===== config.mk =====
export PLATFORM = sky130hd
export DESIGN_NAME = mem_arbiter_flat
export DESIGN_NICKNAME = d
export VERILOG_FILES = /design/src/rtl/mem_arb_pkg.sv /design/src/rtl/mem_arb_if.sv /design/src/rtl/mem_arb_pick.sv /design/src/rtl/mem_arbiter.sv /design/src/flat_wrapper.sv
export SDC_FILE = /design/constraint.sdc
export NUM_CORES = 1
export LEC_CHECK = 0
export CAP_MARGIN = 20
export CORE_AREA = 2 2 103 105
export DETAILED_ROUTE_END_ITERATION = 8
export DIE_AREA = 0 0 105 107
export GPL_ROUTABILITY_DRIVEN = 0
export GPL_TIMING_DRIVEN = 0
export MAX_ROUTING_LAYER = met4
export PLACE_DENSITY = 0.64
export SYNTH_ARGS = -nofsm -noshare
export SYNTH_HDL_FRONTEND = slang
export SYNTH_SLANG_ARGS = --single-unit

===== constraint.sdc =====
create_clock -name clk -period 3.8 [get_ports clk]
set_clock_uncertainty 0.05 [all_clocks]
set_input_delay 0.95 -clock clk [delete_from_list [all_inputs] [get_ports clk]]
set_output_delay 0.95 -clock clk [all_outputs]
set_load 0.01 [all_outputs]

===== src/rtl/mem_arb_pkg.sv =====
// Shared types and defaults for the instruction/data memory arbiter.
package mem_arb_pkg;

  localparam int ADDR_W_DEF       = 32;
  localparam int DATA_W_DEF       = 32;
  localparam int MAX_DATA_RUN_DEF = 4;

  // Which requester owns the read response currently in flight.
  typedef enum logic {
    OWN_IF = 1'b0,
    OWN_DM = 1'b1
  } owner_e;

  // Width of a counter that must hold 0..max_run inclusive.
  function automatic int run_cnt_w(input int max_run);
    return (max_run < 2) ? 1 : $clog2(max_run + 1);
  endfunction

endpackage


===== src/rtl/mem_arb_if.sv =====
// Bundle of the fetch, data and memory-port signals around the arbiter.
// slave = arbiter side, master = pipeline/memory environment side.
interface mem_arb_if
  import mem_arb_pkg::*;
#(
  parameter int ADDR_W = ADDR_W_DEF,
  parameter int DATA_W = DATA_W_DEF
) ();

  // fetch port
  logic              if_req;
  logic [ADDR_W-1:0] if_addr;
  logic              if_gnt;
  logic              if_rvalid;
  logic [DATA_W-1:0] if_rdata;

  // data (load/store) port
  logic              dm_req;
  logic              dm_we;
  logic [ADDR_W-1:0] dm_addr;
  logic [DATA_W-1:0] dm_wdata;
  logic              dm_gnt;
  logic              dm_rvalid;
  logic [DATA_W-1:0] dm_rdata;

  // single-port memory
  logic              mem_en;
  logic              mem_we;
  logic [ADDR_W-1:0] mem_addr;
  logic [DATA_W-1:0] mem_wdata;
  logic [DATA_W-1:0] mem_rdata;

  modport slave (
    input  if_req, if_addr, dm_req, dm_we, dm_addr, dm_wdata, mem_rdata,
    output if_gnt, if_rvalid, if_rdata,
    output dm_gnt, dm_rvalid, dm_rdata,
    output mem_en, mem_we, mem_addr, mem_wdata
  );

  modport master (
    output if_req, if_addr, dm_req, dm_we, dm_addr, dm_wdata, mem_rdata,
    input  if_gnt, if_rvalid, if_rdata,
    input  dm_gnt, dm_rvalid, dm_rdata,
    input  mem_en, mem_we, mem_addr, mem_wdata
  );

endinterface


===== src/rtl/mem_arb_pick.sv =====
// Winner select: data beats fetch, except when data has won MAX_DATA_RUN
// contended cycles in a row, in which case fetch is forced through once.
module mem_arb_pick
  import mem_arb_pkg::*;
#(
  parameter int MAX_DATA_RUN = MAX_DATA_RUN_DEF
) (
  input  logic clk,
  input  logic rst,
  input  logic if_req,
  input  logic dm_req,
  output logic if_win,
  output logic dm_win
);

  localparam int                CNT_W   = run_cnt_w(MAX_DATA_RUN);
  localparam logic [CNT_W-1:0]  RUN_MAX = CNT_W'(MAX_DATA_RUN);

  logic [CNT_W-1:0] run_cnt_reg;
  logic [CNT_W-1:0] run_cnt_next;
  logic             starve;

  // Pick this cycle's winner and the next contended-run count.
  always_comb begin
    starve = (run_cnt_reg == RUN_MAX);
    dm_win = ~rst & dm_req & ~(if_req & starve);
    if_win = ~rst & if_req & ~(dm_req & ~starve);
    // Only a data grant that made fetch wait extends the run; a fetch grant
    // or a cycle with no fetch pending starts it over.
    if (dm_win && if_req) begin
      run_cnt_next = starve ? run_cnt_reg : run_cnt_reg + 1'b1;
    end else begin
      run_cnt_next = '0;
    end
  end

  // Contended data-run counter.
  always_ff @(posedge clk) begin
    if (rst) begin
      run_cnt_reg <= '0;
    end else begin
      run_cnt_reg <= run_cnt_next;
    end
  end

endmodule


===== src/rtl/mem_arbiter.sv =====
// Shares one single-port memory between instruction fetch and load/store.
// Grants are combinational; read data returns to the owner one cycle later.
module mem_arbiter
  import mem_arb_pkg::*;
#(
  parameter int MAX_DATA_RUN = MAX_DATA_RUN_DEF
) (
  input  logic     clk,
  input  logic     rst,
  mem_arb_if.slave bus
);

  logic   if_win;
  logic   dm_win;
  logic   rsp_pend_reg;
  logic   rsp_pend_next;
  owner_e rsp_owner_reg;
  owner_e rsp_owner_next;

  mem_arb_pick #(
    .MAX_DATA_RUN (MAX_DATA_RUN)
  ) u_pick (
    .clk    (clk),
    .rst    (rst),
    .if_req (bus.if_req),
    .dm_req (bus.dm_req),
    .if_win (if_win),
    .dm_win (dm_win)
  );

  // Drive grants and mirror the winning request onto the memory port.
  always_comb begin
    bus.if_gnt    = if_win;
    bus.dm_gnt    = dm_win;
    bus.mem_en    = if_win | dm_win;
    bus.mem_we    = dm_win & bus.dm_we;
    bus.mem_addr  = dm_win ? bus.dm_addr : bus.if_addr;
    bus.mem_wdata = bus.dm_wdata;
  end

  // A read granted now owes a response next cycle; stores finish at the grant.
  always_comb begin
    rsp_pend_next  = if_win | (dm_win & ~bus.dm_we);
    rsp_owner_next = rsp_owner_reg;
    if (dm_win) begin
      rsp_owner_next = OWN_DM;
    end else if (if_win) begin
      rsp_owner_next = OWN_IF;
    end
  end

  // Response tracking registers.
  always_ff @(posedge clk) begin
    if (rst) begin
      rsp_pend_reg  <= 1'b0;
      rsp_owner_reg <= OWN_IF;
    end else begin
      rsp_pend_reg  <= rsp_pend_next;
      rsp_owner_reg <= rsp_owner_next;
    end
  end

  // Route the returning read to its owner; nothing is returned while in reset,
  // so a read granted just before reset is dropped.
  always_comb begin
    bus.if_rvalid = rsp_pend_reg & ~rst & (rsp_owner_reg == OWN_IF);
    bus.dm_rvalid = rsp_pend_reg & ~rst & (rsp_owner_reg == OWN_DM);
    bus.if_rdata  = bus.mem_rdata;
    bus.dm_rdata  = bus.mem_rdata;
  end

endmodule


===== src/flat_wrapper.sv =====
// flat-port wrapper written by rule: the top's interface ports become plain ports
module mem_arbiter_flat import mem_arb_pkg::*;
#(
  parameter int MAX_DATA_RUN = MAX_DATA_RUN_DEF
)
  (clk, rst, bus_if_req, bus_if_addr, bus_dm_req, bus_dm_we, bus_dm_addr, bus_dm_wdata, bus_mem_rdata, bus_if_gnt, bus_if_rvalid, bus_if_rdata, bus_dm_gnt, bus_dm_rvalid, bus_dm_rdata, bus_mem_en, bus_mem_we, bus_mem_addr, bus_mem_wdata);
  mem_arb_if #(.ADDR_W(32), .DATA_W(32)) bus_i ();
  input  logic clk;
  input  logic rst;
  input wire logic [$bits(bus_i.if_req)-1:0] bus_if_req;
  input wire logic [$bits(bus_i.if_addr)-1:0] bus_if_addr;
  input wire logic [$bits(bus_i.dm_req)-1:0] bus_dm_req;
  input wire logic [$bits(bus_i.dm_we)-1:0] bus_dm_we;
  input wire logic [$bits(bus_i.dm_addr)-1:0] bus_dm_addr;
  input wire logic [$bits(bus_i.dm_wdata)-1:0] bus_dm_wdata;
  input wire logic [$bits(bus_i.mem_rdata)-1:0] bus_mem_rdata;
  output wire logic [$bits(bus_i.if_gnt)-1:0] bus_if_gnt;
  output wire logic [$bits(bus_i.if_rvalid)-1:0] bus_if_rvalid;
  output wire logic [$bits(bus_i.if_rdata)-1:0] bus_if_rdata;
  output wire logic [$bits(bus_i.dm_gnt)-1:0] bus_dm_gnt;
  output wire logic [$bits(bus_i.dm_rvalid)-1:0] bus_dm_rvalid;
  output wire logic [$bits(bus_i.dm_rdata)-1:0] bus_dm_rdata;
  output wire logic [$bits(bus_i.mem_en)-1:0] bus_mem_en;
  output wire logic [$bits(bus_i.mem_we)-1:0] bus_mem_we;
  output wire logic [$bits(bus_i.mem_addr)-1:0] bus_mem_addr;
  output wire logic [$bits(bus_i.mem_wdata)-1:0] bus_mem_wdata;
  assign bus_i.if_req = bus_if_req;
  assign bus_i.if_addr = bus_if_addr;
  assign bus_i.dm_req = bus_dm_req;
  assign bus_i.dm_we = bus_dm_we;
  assign bus_i.dm_addr = bus_dm_addr;
  assign bus_i.dm_wdata = bus_dm_wdata;
  assign bus_i.mem_rdata = bus_mem_rdata;
  assign bus_if_gnt = bus_i.if_gnt;
  assign bus_if_rvalid = bus_i.if_rvalid;
  assign bus_if_rdata = bus_i.if_rdata;
  assign bus_dm_gnt = bus_i.dm_gnt;
  assign bus_dm_rvalid = bus_i.dm_rvalid;
  assign bus_dm_rdata = bus_i.dm_rdata;
  assign bus_mem_en = bus_i.mem_en;
  assign bus_mem_we = bus_i.mem_we;
  assign bus_mem_addr = bus_i.mem_addr;
  assign bus_mem_wdata = bus_i.mem_wdata;
  mem_arbiter #(.MAX_DATA_RUN(MAX_DATA_RUN)) u_core (.clk(clk), .rst(rst), .bus(bus_i));
endmodule

==> run metrics, run 1 <==
Total GRT Usage 9.277%; number of synthesized flops with an enable pin 0; H-tree Lvls 1; Power Total 0.0005815 W; Worst Hold Class flop to flop; Die W approximately 110 microns; initial core utilization 14.78%; #FFs+latches synth 5; Synth Flop Type dfxtp_1; Num CTS Buffers 3; Area Growth Syn to Fin 151.0%; initial antenna violation count 0; die height roughly 110 microns; final setup fails 0; flop2flop setup slack 2.43 ns; yosys warns 0; top cell type by total area after synthesis buf_4; Placed Area 3684 sq um; Final ANT Viol Nets 0; Hold Violations, Final 0; Mapped Area 1491 sq um; critical path startpoint category input port; unrepaired setup endpoints after global routing false; IO Pins between 200 and 300; crit-path cells dlygate4sd2_1 -> nor2b_4 -> nand2_4 -> buf_6 -> mux2_4 -> clkdlybuf4s50_1; setup_tns 0 ns; post-route cell area 3744 sq um; DRC violations left 0; largest net degree at the start of global routing 11; Die Area between 10000 and 15000 sq um; Post-Route WL 5.943 mm; sequential fraction of the synthesis area 6.711%; static leakage about 1.7 nW; Layout Nets 506; Synth Instances around 160; Final min period between 3 and 4 ns; total inserted antenna cells 0; site row count 37; Slew headroom 79.39%; DR iter-0 viols 35; FILL cells 1063; DR vias between 1500 and 2000; CP endpoint kind primary output; syn_nets 298; Post-DP HPWL approximately 5.4 mm; peak per-stage delay on the critical path about 0.49 ns; outcome finished clean; clk sink count 5; CTS tree done; buffers added on ports between 200 and 250; WS Path Type input port to primary output; max frequency 0.2843 GHz; power per cell area around 160 nW/um^2; Final Max Tran Viols 0; WP data arrival 2.52 ns; Final period util between 90% and 100%; first-pass GRT wire length 8.500 mm; DR WL/cell 11.75 microns; layout cells sized above 1 a little under two fifths; Synth async-reset ratio 0%; maximum fanout along the worst path 10; Via density 3.453; CTS Root Cell clkbuf_8; max reg flops 3; GRT overflow 0; post-synth cell types 20; Slew @ Worst Pin 0.3086 ns; clock buffer depth 2; Max-Cap Viols 0; Detailed Routing Iterations Pass 1 4; Req. time, crit path 2.80 ns; Synth area leaders buf_4 (48%), mux2_4 (28%), dfxtp_1 (6.7%), mux2_2 (3.0%), buf_6 (2.3%); Peak VDD IR 0.1467 mV; clk_lat worst skew 0.22 ns; post-synth top area share approximately half; top-count cell post-synth buf_4; synth cell count leaders buf_4 (96), mux2_4 (28), dfxtp_1 (5), inv_1 (5); vias in the first global route about 1800; CTS Hold Bufs 0; mean post-synth cell area 9.150 sq um; Core ar. approximately 10000 sq um; Worst-path clk slew 0.04 ns; Critical-path top delay cell clkdlybuf4s50_1
==> cell type report <==
cell class              count  area, sq um  area share [%]
clock buffers               4        45.04           1.203
plain buffers              99        754.5           20.15
well taps                 136        170.2           4.545
repair buffers            203         2032           54.28
multi-input cells          54        623.1           16.64
flip-flops and latches      5        100.1           2.674
inverters                   5        18.77          0.5013
==> per-layer routing <==
layer / routed length [microns] / part of all wire (%) / GRT usage [%] / vias up
li1: - / - / - / 845
met1: 2153 / 36 / 10.34 / 775
met2: 3248 / 55 / 17.58 / 127
met3: 541 / 9.1 / 2.188 / 0
met4: 0 / 0 / 0.5714 / 0
met5: 0 / 0 / - / -
==> kinds of logic after synthesis <==
kind of cell	count (synthesis)	share of synthesized area [%]
AO/OA/AOI/OAI	4	1.678
adder cells (fa/ha/maj)	2	1.678
buffers and inverters	104	51.85
flip-flops	5	6.712
multiplexers	33	31.88
AND/OR/NAND/NOR	15	6.207
==> critical path, delay by kind of cell <==
| family | cells | cell delay, ns |
|---|---|---|
| AND/OR/NAND/NOR | 2 | 0.28 |
| multiplexers | 1 | 0.31 |
| buffers and inverters | 3 | 0.96 |
==> stage by stage <==
stage / instances / hold WS [ns] / setup slack (ns) / utilization (%)
after CTS: 506 / 0.4107 / 0.02334 / 36.99
after global placement: 501 / 0.3964 / -0.04262 / 36.50
after global routing: 506 / 0.4316 / 0.2014 / 37.09
after floorplan: 163 / 0.3800 / 1.128 / -
final: 506 / 0.4065 / 0.2825 / 37.09
after detailed placement: 501 / 0.4063 / -0.04096 / 36.50
==> worst paths after layout <==
kind	from	to	depth (start not counted)
setup / recovery	bus_dm_req	bus_mem_addr[25]	6
hold / removal	u_core.u_pick.run_cnt_reg[0]$_SDFFE_PP0P_	u_core.u_pick.run_cnt_reg[0]$_SDFFE_PP0P_	1
setup reg to reg	u_core.u_pick.run_cnt_reg[0]$_SDFFE_PP0P_	u_core.rsp_pend_reg$_SDFF_PP0_	7
hold reg to reg	u_core.u_pick.run_cnt_reg[0]$_SDFFE_PP0P_	u_core.u_pick.run_cnt_reg[0]$_SDFFE_PP0P_	1
==> power breakdown <==
part	internal, W	switching (W)
clock	0.0000724	0.0000303
sequential	0.0000548	0.00000136
combinational	0.000301	0.000122
total	0.000428	0.000154
==> cell usage in the layout (no fill, tap or decap), types with 2 or more instances in the layout <==
| cell | count |
|---|---|
| a21oi_1 | 2 |
| buf_4 | 97 |
| buf_6 | 3 |
| clkbuf_8 | 3 |
| clkdlybuf4s50_1 | 198 |
| dfxtp_1 | 5 |
| dlygate4sd2_1 | 2 |
| dlymetal6s2s_1 | 2 |
| ha_1 | 2 |
| inv_1 | 5 |
| mux2_2 | 4 |
| mux2_4 | 28 |
| nand2_1 | 2 |
| nor2_1 | 4 |
| nor3_1 | 2 |
| nor3b_1 | 2 |
==> repair_timing <==
item | CTS | global route
setup buffers | 1 | 0
resized for setup | 2 | 3
pin swaps | 1 | 0
endpoints found under the setup margin | 28 | 31
Power figures use the tool's default switching activity.
==> run 2, diff against run 1 <==
--- a/config.mk
+++ b/config.mk
@@ -5,6 +5,7 @@
 export SDC_FILE = /design/constraint.sdc
 export NUM_CORES = 1
 export LEC_CHECK = 0
+export ABC_CLOCK_PERIOD_IN_PS = 3800
 export CAP_MARGIN = 20
 export CORE_AREA = 2 2 103 105
 export DETAILED_ROUTE_END_ITERATION = 8
==> results of run 2 <==
Final layout, timing and power as in run 1 (identical DEF).
==> run 3, diff against run 2 <==
--- a/config.mk
+++ b/config.mk
@@ -7,13 +7,14 @@
 export LEC_CHECK = 0
 export ABC_CLOCK_PERIOD_IN_PS = 3800
 export CAP_MARGIN = 20
-export CORE_AREA = 2 2 103 105
+export CORE_AREA = 2 2 102 104
 export DETAILED_ROUTE_END_ITERATION = 8
-export DIE_AREA = 0 0 105 107
+export DIE_AREA = 0 0 104 106
+export DONT_BUFFER_PORTS = 1
 export GPL_ROUTABILITY_DRIVEN = 0
 export GPL_TIMING_DRIVEN = 0
 export MAX_ROUTING_LAYER = met4
-export PLACE_DENSITY = 0.64
+export PLACE_DENSITY = 0.31
 export SYNTH_ARGS = -nofsm -noshare
 export SYNTH_HDL_FRONTEND = slang
 export SYNTH_SLANG_ARGS = --single-unit
==> run metrics, run 3 (same netlist as run 1, synthesis figures left out) <==
cell family with most CP delay multiplexers; Finished Layout Cells 303 (-40%); Layout Nets 303 (-40%); Post-DP HPWL 3.771 mm (-30%); # resized after CTS 0 (-2); Final Max Tran Viols 0 (unchanged); CP endpoint kind primary output; critical path startpoint category input port; die height 106 microns (-0.93%); largest net degree at the start of global routing 11 (unchanged); Worst-path clk slew 0.03 ns (about the same); Hold Slack 0.4172 ns (+0.01071 ns); DRC violations left 0 (unchanged); Via density 3.330 (-3.5%); Slew @ Worst Pin 0.4037 ns (+0.09513 ns); site row count 37 (unchanged); post-route cell area 1707 sq um (-54%); Total GRT Usage 6.156% (-3.1 points); vias in the first global route 865 (-52%); Slew headroom 73.03% (-6.4 points); final setup fails 0 (unchanged); Worst Hold Class flop to flop; Die Area 11020 sq um (-1.9%); maximum fanout along the worst path 10 (unchanged); Post-Route WL 4.090 mm (-31%); placed cell count 299 (-40%); buffers plus inverters on the worst setup path 1 (-2); clock buffer depth 2 (unchanged); peak per-stage delay on the critical path 0.35 ns (-0.14 ns); Placed Area 1662 sq um (-55%); Core ar. 10000 sq um (-0.92%); Final period util 72.91% (-20 points); setup_tns 0 ns (unchanged); DR WL/cell 13.50 microns (+15%); Final min period 2.771 ns (-0.7468 ns); Die W 104 microns (-0.95%); Detailed Routing Iterations Pass 1 2 (-2); WS Path Type input port to primary output; max reg flops 3 (unchanged); Area Growth Syn to Fin 14.43%; clk_lat worst skew 0.22 ns (about the same); outcome finished clean; Worst Slack Setup Final 1.029 ns (+0.7468 ns); most frequent cells in the layout buf_4 (96), mux2_4 (28), inv_1 (5), dfxtp_1 (5); Num CTS Buffers 3 (unchanged); IO Pins 267 (unchanged); DR iter-0 viols 16 (-54%); total setup buffers inserted after CTS 0 (-1); layout cells sized above 1 81.44% (+44 points); total inserted antenna cells 0 (unchanged); most common cell after layout, fill and taps aside buf_4; DR vias 1009 (-42%); Post-Place Worst Slack 0.9898 ns (+1.031 ns); first-pass GRT wire length 5.050 mm (-41%); initial antenna violation count 0 (unchanged); CTS Root Cell clkbuf_8; GRT overflow 0 (unchanged); crit-path cells nand3_1 -> nand2_4 -> buf_6 -> mux2_4; unrepaired setup endpoints after global routing false; buffers added on ports 0 (-100%); Final ANT Viol Nets 0 (unchanged); Critical-path top delay cell mux2_4; initial core utilization 14.91% (+0.14 points); clk sink count 5 (unchanged); CTS tree done; static leakage 0.8983 nW (-48%); Req. time, crit path 2.80 ns (about the same); Hold Violations, Final 0 (unchanged); max frequency 0.3609 GHz (+27%); H-tree Lvls 1 (unchanged); CTS Hold Bufs 0 (unchanged); power per cell area 205.5 nW/um^2 (+32%); WP data arrival 1.77 ns (-0.75 ns); Peak VDD IR 0.09581 mV (-35%); Max-Cap Viols 0 (unchanged)
==> run 3: path summary, 6_finish.rpt <==
| path | start | end | slack [ns] | cells past startpoint |
|---|---|---|---|---|
| setup reg to reg | u_core.u_pick.run_cnt_reg[0]$_SDFFE_PP0P_ | u_core.rsp_pend_reg$_SDFF_PP0_ | 2.27 | 7 |
| hold / removal | u_core.u_pick.run_cnt_reg[0]$_SDFFE_PP0P_ | u_core.u_pick.run_cnt_reg[0]$_SDFFE_PP0P_ | 0.42 | 1 |
| hold reg to reg | u_core.u_pick.run_cnt_reg[0]$_SDFFE_PP0P_ | u_core.u_pick.run_cnt_reg[0]$_SDFFE_PP0P_ | 0.42 | 1 |
| setup / recovery | bus_if_req | bus_mem_addr[6] | 1.03 | 4 |
==> run 3: per-layer routing <==
layer / vias up / global-route usage (%) / share of wire (%)
met5: - / - / 0
met4: 0 / 1.737 / 0.51
met3: 4 / 2.269 / 14
met2: 132 / 11.65 / 56
met1: 434 / 5.867 / 30
li1: 439 / - / -
==> run 3: area by class of cell <==
type                            count  area, sq um
Multi-Input combinational cell     54        618.1
Inverter                            5        18.77
Tap cell                          136        170.2
Buffer                             99        754.5
Sequential cell                     5        100.1
Fill cell                        1130         8293
Clock buffer                        4        45.04
==> run 3: stage by stage <==
step	power, W	utilization [%]
after floorplan	0.0002404	-
after global placement	0.0002598	16.62
after detailed placement	0.0002587	16.62
after CTS	0.0003584	17.07
after global routing	0.0003702	17.07
final	0.0003506	17.07
==> run 3: power by group <==
| part | internal (W) | leakage, nW | switching [W] | total [W] |
|---|---|---|---|---|
| Clock | 0.0000719 | 0.0228 | 0.0000245 | 0.0000964 |
| Combinational | 0.000111 | 0.835 | 0.0000874 | 0.000198 |
| Sequential | 0.0000549 | 0.0410 | 0.00000130 | 0.0000562 |
==> run 3: worst reg2reg max path: stages (launching register included) <==
cell	delay (ns)
dfxtp_1	0.32
inv_1	0.06
ha_1	0.18
nand3_1	0.13
nand2_4	0.17
buf_6	0.20
inv_1	0.12
a21o_1	0.19
